File: src/rtl/key_debounce_if.sv
// Key bus between raw push-buttons and their conditioned outputs.
//   key_n       : raw active-low buttons (0 = pressed), asynchronous
//   key_level   : debounced state, active-high
//   key_press   : one-cycle pulse on an accepted press
//   key_release : one-cycle pulse on an accepted release
// master: drives key_n and observes the conditioned outputs (board/bench side)
// slave : the debouncer
interface key_debounce_if #(
  parameter int unsigned N_KEYS = 2
);
  logic [N_KEYS-1:0] key_n;
  logic [N_KEYS-1:0] key_level;
  logic [N_KEYS-1:0] key_press;
  logic [N_KEYS-1:0] key_release;

  modport master (
    output key_n,
    input  key_level,
    input  key_press,
    input  key_release
  );

  modport slave (
    input  key_n,
    output key_level,
    output key_press,
    output key_release
  );
endinterface

File: src/rtl/key_debounce.sv
// Push-button conditioner: for each key a 2-flop synchronizer, a debounce
// FSM/counter, a clean active-high level and one-cycle press/release pulses.
// Ports:
//   clk   : system clock
//   rst_n : synchronous reset, active-low
//   bus   : key_debounce_if.slave (key_n in; key_level/key_press/key_release out)
// Optional feature: define KEY_AUTOREPEAT_EN for extra key_press pulses while a
// key stays held (first after REPEAT_DLY_US, then every REPEAT_PER_US).
module key_debounce #(
  parameter int unsigned N_KEYS        = 2,
  parameter int unsigned CLK_FREQ_HZ   = 50_000_000,
  parameter int unsigned DEBOUNCE_US   = 10_000,
  parameter int unsigned REPEAT_DLY_US = 500_000,
  parameter int unsigned REPEAT_PER_US = 100_000
) (
  input logic           clk,
  input logic           rst_n,
  key_debounce_if.slave bus
);

  localparam int unsigned CLK_PER_US = CLK_FREQ_HZ / 1_000_000;
  localparam int unsigned DB_CYCLES  = CLK_PER_US * DEBOUNCE_US;
  localparam int unsigned CNT_W      = $clog2(DB_CYCLES) + 1;
  localparam logic [CNT_W-1:0] CNT_LAST = CNT_W'(DB_CYCLES - 1);

  if (DB_CYCLES < 2) begin : g_bad_debounce
    $error("key_debounce: DB_CYCLES must be at least 2");
  end
  if (REPEAT_DLY_US == 0 || REPEAT_PER_US == 0) begin : g_bad_repeat
    $error("key_debounce: repeat timings must be nonzero");
  end

  typedef enum logic [1:0] {
    IDLE,
    PRESS_WAIT,
    PRESSED,
    RELEASE_WAIT
  } state_e;

  logic [N_KEYS-1:0] s1_q, s1_d;
  logic [N_KEYS-1:0] s2_q, s2_d;
  logic [N_KEYS-1:0] level_q, level_d;
  logic [N_KEYS-1:0] press_q, press_d;
  logic [N_KEYS-1:0] rel_q, rel_d;
  state_e            state_q [N_KEYS];
  state_e            state_d [N_KEYS];
  logic [CNT_W-1:0]  cnt_q   [N_KEYS];
  logic [CNT_W-1:0]  cnt_d   [N_KEYS];

`ifdef KEY_AUTOREPEAT_EN
  localparam int unsigned RPT_DLY_CYCLES = CLK_PER_US * REPEAT_DLY_US;
  localparam int unsigned RPT_PER_CYCLES = CLK_PER_US * REPEAT_PER_US;
  localparam int unsigned RPT_MAX = (RPT_DLY_CYCLES > RPT_PER_CYCLES) ?
                                    RPT_DLY_CYCLES : RPT_PER_CYCLES;
  localparam int unsigned RPT_W   = $clog2(RPT_MAX) + 1;

  logic [RPT_W-1:0]  rpt_q [N_KEYS];
  logic [RPT_W-1:0]  rpt_d [N_KEYS];
  // Set once the initial delay has elapsed; later repeats use the period.
  logic [N_KEYS-1:0] first_q, first_d;
`endif

  always_comb begin
    s1_d    = bus.key_n;
    s2_d    = s1_q;
    level_d = level_q;
    press_d = '0;
    rel_d   = '0;
`ifdef KEY_AUTOREPEAT_EN
    first_d = '0;
`endif
    for (int unsigned i = 0; i < N_KEYS; i++) begin
      state_d[i] = state_q[i];
      cnt_d[i]   = cnt_q[i];
`ifdef KEY_AUTOREPEAT_EN
      // Timer is zero in every state except a steady PRESSED.
      rpt_d[i]   = '0;
`endif
      unique case (state_q[i])
        IDLE: begin
          if (!s2_q[i]) begin
            state_d[i] = PRESS_WAIT;
            cnt_d[i]   = CNT_W'(1);
          end else begin
            cnt_d[i]   = '0;
          end
        end
        PRESS_WAIT: begin
          if (s2_q[i]) begin
            state_d[i] = IDLE;
            cnt_d[i]   = '0;
          end else if (cnt_q[i] == CNT_LAST) begin
            state_d[i] = PRESSED;
            cnt_d[i]   = '0;
            level_d[i] = 1'b1;
            press_d[i] = 1'b1;
          end else begin
            cnt_d[i]   = cnt_q[i] + CNT_W'(1);
          end
        end
        PRESSED: begin
          if (s2_q[i]) begin
            state_d[i] = RELEASE_WAIT;
            cnt_d[i]   = CNT_W'(1);
          end else begin
`ifdef KEY_AUTOREPEAT_EN
            first_d[i] = first_q[i];
            if (rpt_q[i] == (first_q[i] ? RPT_W'(RPT_PER_CYCLES - 1)
                                        : RPT_W'(RPT_DLY_CYCLES - 1))) begin
              press_d[i] = 1'b1;
              first_d[i] = 1'b1;
            end else begin
              rpt_d[i]   = rpt_q[i] + RPT_W'(1);
            end
`endif
          end
        end
        RELEASE_WAIT: begin
          if (!s2_q[i]) begin
            state_d[i] = PRESSED;
            cnt_d[i]   = '0;
          end else if (cnt_q[i] == CNT_LAST) begin
            state_d[i] = IDLE;
            cnt_d[i]   = '0;
            level_d[i] = 1'b0;
            rel_d[i]   = 1'b1;
          end else begin
            cnt_d[i]   = cnt_q[i] + CNT_W'(1);
          end
        end
        default: begin
          state_d[i] = IDLE;
          cnt_d[i]   = '0;
        end
      endcase
    end
  end

  always_ff @(posedge clk) begin
    if (!rst_n) begin
      s1_q    <= '1;
      s2_q    <= '1;
      level_q <= '0;
      press_q <= '0;
      rel_q   <= '0;
      for (int unsigned i = 0; i < N_KEYS; i++) begin
        state_q[i] <= IDLE;
        cnt_q[i]   <= '0;
      end
`ifdef KEY_AUTOREPEAT_EN
      first_q <= '0;
      for (int unsigned i = 0; i < N_KEYS; i++) begin
        rpt_q[i] <= '0;
      end
`endif
    end else begin
      s1_q    <= s1_d;
      s2_q    <= s2_d;
      level_q <= level_d;
      press_q <= press_d;
      rel_q   <= rel_d;
      for (int unsigned i = 0; i < N_KEYS; i++) begin
        state_q[i] <= state_d[i];
        cnt_q[i]   <= cnt_d[i];
      end
`ifdef KEY_AUTOREPEAT_EN
      first_q <= first_d;
      for (int unsigned i = 0; i < N_KEYS; i++) begin
        rpt_q[i] <= rpt_d[i];
      end
`endif
    end
  end

  assign bus.key_level   = level_q;
  assign bus.key_press   = press_q;
  assign bus.key_release = rel_q;

endmodule

File: src/flat_wrapper.sv
// flat-port wrapper written by rule: the top's interface ports become plain ports
module key_debounce_flat 
#(
  parameter int unsigned N_KEYS        = 2,
  parameter int unsigned CLK_FREQ_HZ   = 50_000_000,
  parameter int unsigned DEBOUNCE_US   = 10_000,
  parameter int unsigned REPEAT_DLY_US = 500_000,
  parameter int unsigned REPEAT_PER_US = 100_000
)
  (clk, rst_n, bus_key_n, bus_key_level, bus_key_press, bus_key_release);
  key_debounce_if #(.N_KEYS(N_KEYS)) bus_i ();
  input logic clk;
  input logic rst_n;
  input wire logic [$bits(bus_i.key_n)-1:0] bus_key_n;
  output wire logic [$bits(bus_i.key_level)-1:0] bus_key_level;
  output wire logic [$bits(bus_i.key_press)-1:0] bus_key_press;
  output wire logic [$bits(bus_i.key_release)-1:0] bus_key_release;
  assign bus_i.key_n = bus_key_n;
  assign bus_key_level = bus_i.key_level;
  assign bus_key_press = bus_i.key_press;
  assign bus_key_release = bus_i.key_release;
  key_debounce #(.N_KEYS(N_KEYS), .CLK_FREQ_HZ(CLK_FREQ_HZ), .DEBOUNCE_US(DEBOUNCE_US), .REPEAT_DLY_US(REPEAT_DLY_US), .REPEAT_PER_US(REPEAT_PER_US)) u_core (.clk(clk), .rst_n(rst_n), .bus(bus_i));
endmodule
File: config.mk
export PLATFORM = sky130hd
export DESIGN_NAME = key_debounce_flat
export DESIGN_NICKNAME = d
export VERILOG_FILES = /design/src/rtl/key_debounce_if.sv /design/src/rtl/key_debounce.sv /design/src/flat_wrapper.sv
export SDC_FILE = /design/constraint.sdc
export NUM_CORES = 1
export LEC_CHECK = 0
export ABC_CLOCK_PERIOD_IN_PS = 2900
export CELL_PAD_IN_SITES_DETAIL_PLACEMENT = 2
export CELL_PAD_IN_SITES_GLOBAL_PLACEMENT = 2
export CORE_MARGIN = 2
export CORE_UTILIZATION = 31
export CTS_CLUSTER_SIZE = 28
export DETAILED_ROUTE_END_ITERATION = 6
export GPL_TIMING_DRIVEN = 0
export PLACE_DENSITY_LB_ADDON = 0.3
export RECOVER_POWER = 25
export SYNTH_ARGS = -nofsm -noshare
export SYNTH_HDL_FRONTEND = slang
export SYNTH_SLANG_ARGS = --single-unit
File: constraint.sdc
create_clock -name clk -period 2.9 [get_ports clk]
set_input_delay 0.87 -clock clk [delete_from_list [all_inputs] [get_ports clk]]
set_output_delay 0.87 -clock clk [all_outputs]
set_load 0.01 [all_outputs]
==> flow_metrics.py <==
metrics = {
    "die": {
        "die-width_um": 99.6,
        "start_util_pct": 32.2,
        "row_count": 34,
        "die_h_um": 99.6,
        "die-area_um2": 9930,
        "pin_count": 10,
        "core_area_um2": 8810,
    },
    "clock_tree": {
        "root_buffer": "clkbuf_8",
        "clk_pin_slew_ns": 0.10,
        "cts-buffers-inserted": 5,
        "clk_latency_ns": 0.31,
        "cts_setup_buffers": 0,
        "cts.sinks": 54,
        "cts_max_path_buffers": 2,
        "cts_tree": "done",
        "cts_resized": 0,
        "h-tree-depth": 2,
        "hold_buffers": 0,
    },
    "layout": {
        "final_common_cell": "dfxtp_1",
        "area_growth_pct": 10.5,
        "n_antenna_cell": 0,
        "drive_gt1_share_pct": 5.85,
        "nets": 368,
        "layout_common_cells": "dfxtp_1, nand2_1, nor2_1",
        "fillers": 1032,
        "post_layout_nonfiller_instances": 467,
    },
    "critical_path": {
        "critPathLaunchType": "register",
        "r2r-end": "u_core.cnt_q[0][36]$_SDFFE_PN0N_",
        "end_kind": "register",
        "reg2reg_from": "u_core.state_q[0][2]$_SDFFE_PN0P_",
        "required_ns": 3.12,
        "arrival_ns": 2.62,
        "worst-setup-path-type": "register to register",
        "rr_worst_depth": 6,
        "r2r_setup_slack_ns": 0.50,
        "critPathMaxFanout": 8,
    },
    "sta": {
        "hold_viol_final": 0,
        "tightest_slew_ns": 0.877,
        "maxSlewHeadroom_pct": 41.1,
        "finClkSkew_ns": 0.00727,
        "fmax_ghz": 0.416,
        "hold_ws_ns": 0.422,
        "slew_violations": 0,
        "finalCritPeriodShare_pct": 82.8,
        "final-setup-viol-count": 0,
        "period_needed_ns": 2.40,
        "setup-tns-final_ns": 0,
        "rsz0062_at_grt": "false",
    },
    "global_route": {
        "grt_max_degree": 16,
        "grt_overflow": 0,
        "gr-usage-all-layers_pct": 17.3,
        "antenna_found_initial": 0,
        "grt_pass1_wl_um": 14100,
        "grt_pass1_vias": 2765,
    },
    "placed_design": {
        "numPortBuffers": 8,
        "dp_cells": 459,
        "post-dp-hpwl_um": 5940,
        "place.gp.congestion": 0.781,
    },
    "job": {
        "drv_cap": 0,
    },
    "synthesis": {
        "yosys.area_share.simple_pct": 33.9,
        "synth_flop_cell": "dfxtp_1",
        "ys_warn_count": 0,
        "ys_ff_latch": 54,
        "yosysSeqAreaShare_pct": 38.1,
        "synthAdderAreaFrac_pct": 2.65,
        "synth_top_area_cell": "dfxtp_1",
        "synth_mux_area_share_pct": 1.06,
        "synthXorXnorAreaFrac_pct": 4.32,
        "synth_compound_area_share_pct": 16.3,
        "synth_top_area_share_pct": 38.1,
        "synth_top_family_by_area": "simple AND/OR/NAND/NOR gates",
        "syn-mean-instance-area_um2": 8.27,
        "synth_nets": 353,
        "netlist_instances": 343,
        "synthArstFlopShare_pct": 0,
        "synth-edff-count": 0,
        "netlist_area_um2": 2840,
        "ys_types": 55,
        "ys_top_cells_by_area": "dfxtp_1, nand2_1, nor2_1",
    },
    "pwr": {
        "worst_ir_drop_vdd_mv": 0.245,
        "power_density_nw_per_um2": 476,
        "leakage_uw": 0.000998,
        "p_total_uw": 1490,
    },
    "routing": {
        "avgRoutedWirePerCell_um": 17.3,
        "drt_first_iter_violations": 42,
        "drtAntennaViolNets": 0,
        "dr.pass1.iters": 4,
        "dr_total_vias": 2645,
        "totalWireLength_um": 8060,
        "vias_per_cell": 5.66,
        "drc": 0,
    },
    "status": {
        "status": "complete, no violations",
    },
    "worst_hold_path": {
        "min_from": "u_core.s1_q[1]$_SDFF_PN1_",
        "min_path_type": "register to register",
        "holdPathEnd": "u_core.s2_q[1]$_SDFF_PN1_",
        "whs_path_depth": 1,
    },
}
logic make-up (layout without fill, tap and decap cells):
| family | count (synthesis) | in the layout |
|---|---|---|
| DFF | 54 | 54 |
| AOI/OAI and AO/OA | 73 | 73 |
| xor gates and xnor gates | 14 | 14 |
| muxes | 3 | 3 |
| buffers and inverters | 20 | 36 |
| adders and majority gates | 6 | 6 |
| and+or+nand+nor | 173 | 173 |
report_power, final:
group / internal, uW / total (uW) / switching (uW)
clock: 194 / 454 / 260
combinational: 102 / 238 / 136
sequential: 766 / 798 / 31.7
total: 1060 / 1490 / 427
through the flow:
step | instance area (um2) | util (%) | setup WS (ns)
floorplan | 2840 | - | 0.590
CTS | 3140 | 35.7 | 0.477
finish | 3130 | 35.6 | 0.499
detailed placement | 3050 | 34.6 | 0.154
global placement | 3050 | 34.6 | 0.169
global route | 3130 | 35.6 | 0.319
registers in the layout, indices dropped and copies added (netlist names), named ones only:
name                    flops
u_core.cnt_q               40
u_core.s1_q                 2
u_core.bus.key_level        2
u_core.bus.key_press        2
u_core.s2_q                 2
u_core.state_q              2
u_core.bus.key_release      2
worst max path at each step:
| stage | from | to | cells after the start |
|---|---|---|---|
| 3_5_place_dp | rst_n | u_core.cnt_q[0][16]$_SDFFE_PN0N_ | 6 |
| 4_1_cts | rst_n | u_core.cnt_q[0][16]$_SDFFE_PN0N_ | 6 |
| 2_1_floorplan | rst_n | u_core.cnt_q[0][18]$_SDFFE_PN0N_ | 6 |
| 6_report | u_core.state_q[0][2]$_SDFFE_PN0P_ | u_core.cnt_q[0][36]$_SDFFE_PN0N_ | 6 |
| 5_1_grt | rst_n | u_core.cnt_q[0][18]$_SDFFE_PN0N_ | 6 |
| 3_3_place_gp | rst_n | u_core.cnt_q[0][16]$_SDFFE_PN0N_ | 6 |
cell usage after synthesis (all sizes together), types with 10 or more instances:
cell type and n:
o21ai 16, nand2 38, nand4 10, dfxtp 54
nor3 11, nor2 33, nand3 24, a21oi 22
nand2b 11, a31oi 14, xnor2 11, clkbuf 10
per-layer routing:
layer | up-vias | part of all wire [%] | GRT usage, %
li1 | 1289 | - | -
met1 | 1333 | 48 | 23.1
met2 | 16 | 50 | 29.3
met3 | 7 | 1.4 | 2.60
met4 | 0 | 0.82 | 4.32
met5 | - | 0 | 0
worst max-delay path, cell delays in order, from the launching register on:
cell and delay (ns):
dfxtp_1 0.46, inv_1 0.10, ha_1 0.30, nor2b_1 0.19
nor4_1 0.78, a41oi_1 0.23, a211oi_1 0.25
area by class of cell:
| cell class | count | area (um2) | share of cell area, % |
|---|---|---|---|
| Inverter | 6 | 22.5 | 0.719 |
| Clock inverter | 1 | 5.00 | 0.160 |
| Clock buffer | 7 | 86.3 | 2.76 |
| Multi-Input combinational cell | 269 | 1650 | 52.6 |
| Buffer | 14 | 75.1 | 2.40 |
| Timing Repair Buffer | 8 | 80.1 | 2.56 |
| Sequential cell | 54 | 1080 | 34.5 |
| Tap cell | 108 | 135 | 4.31 |
Power figures use the tool's default switching activity.
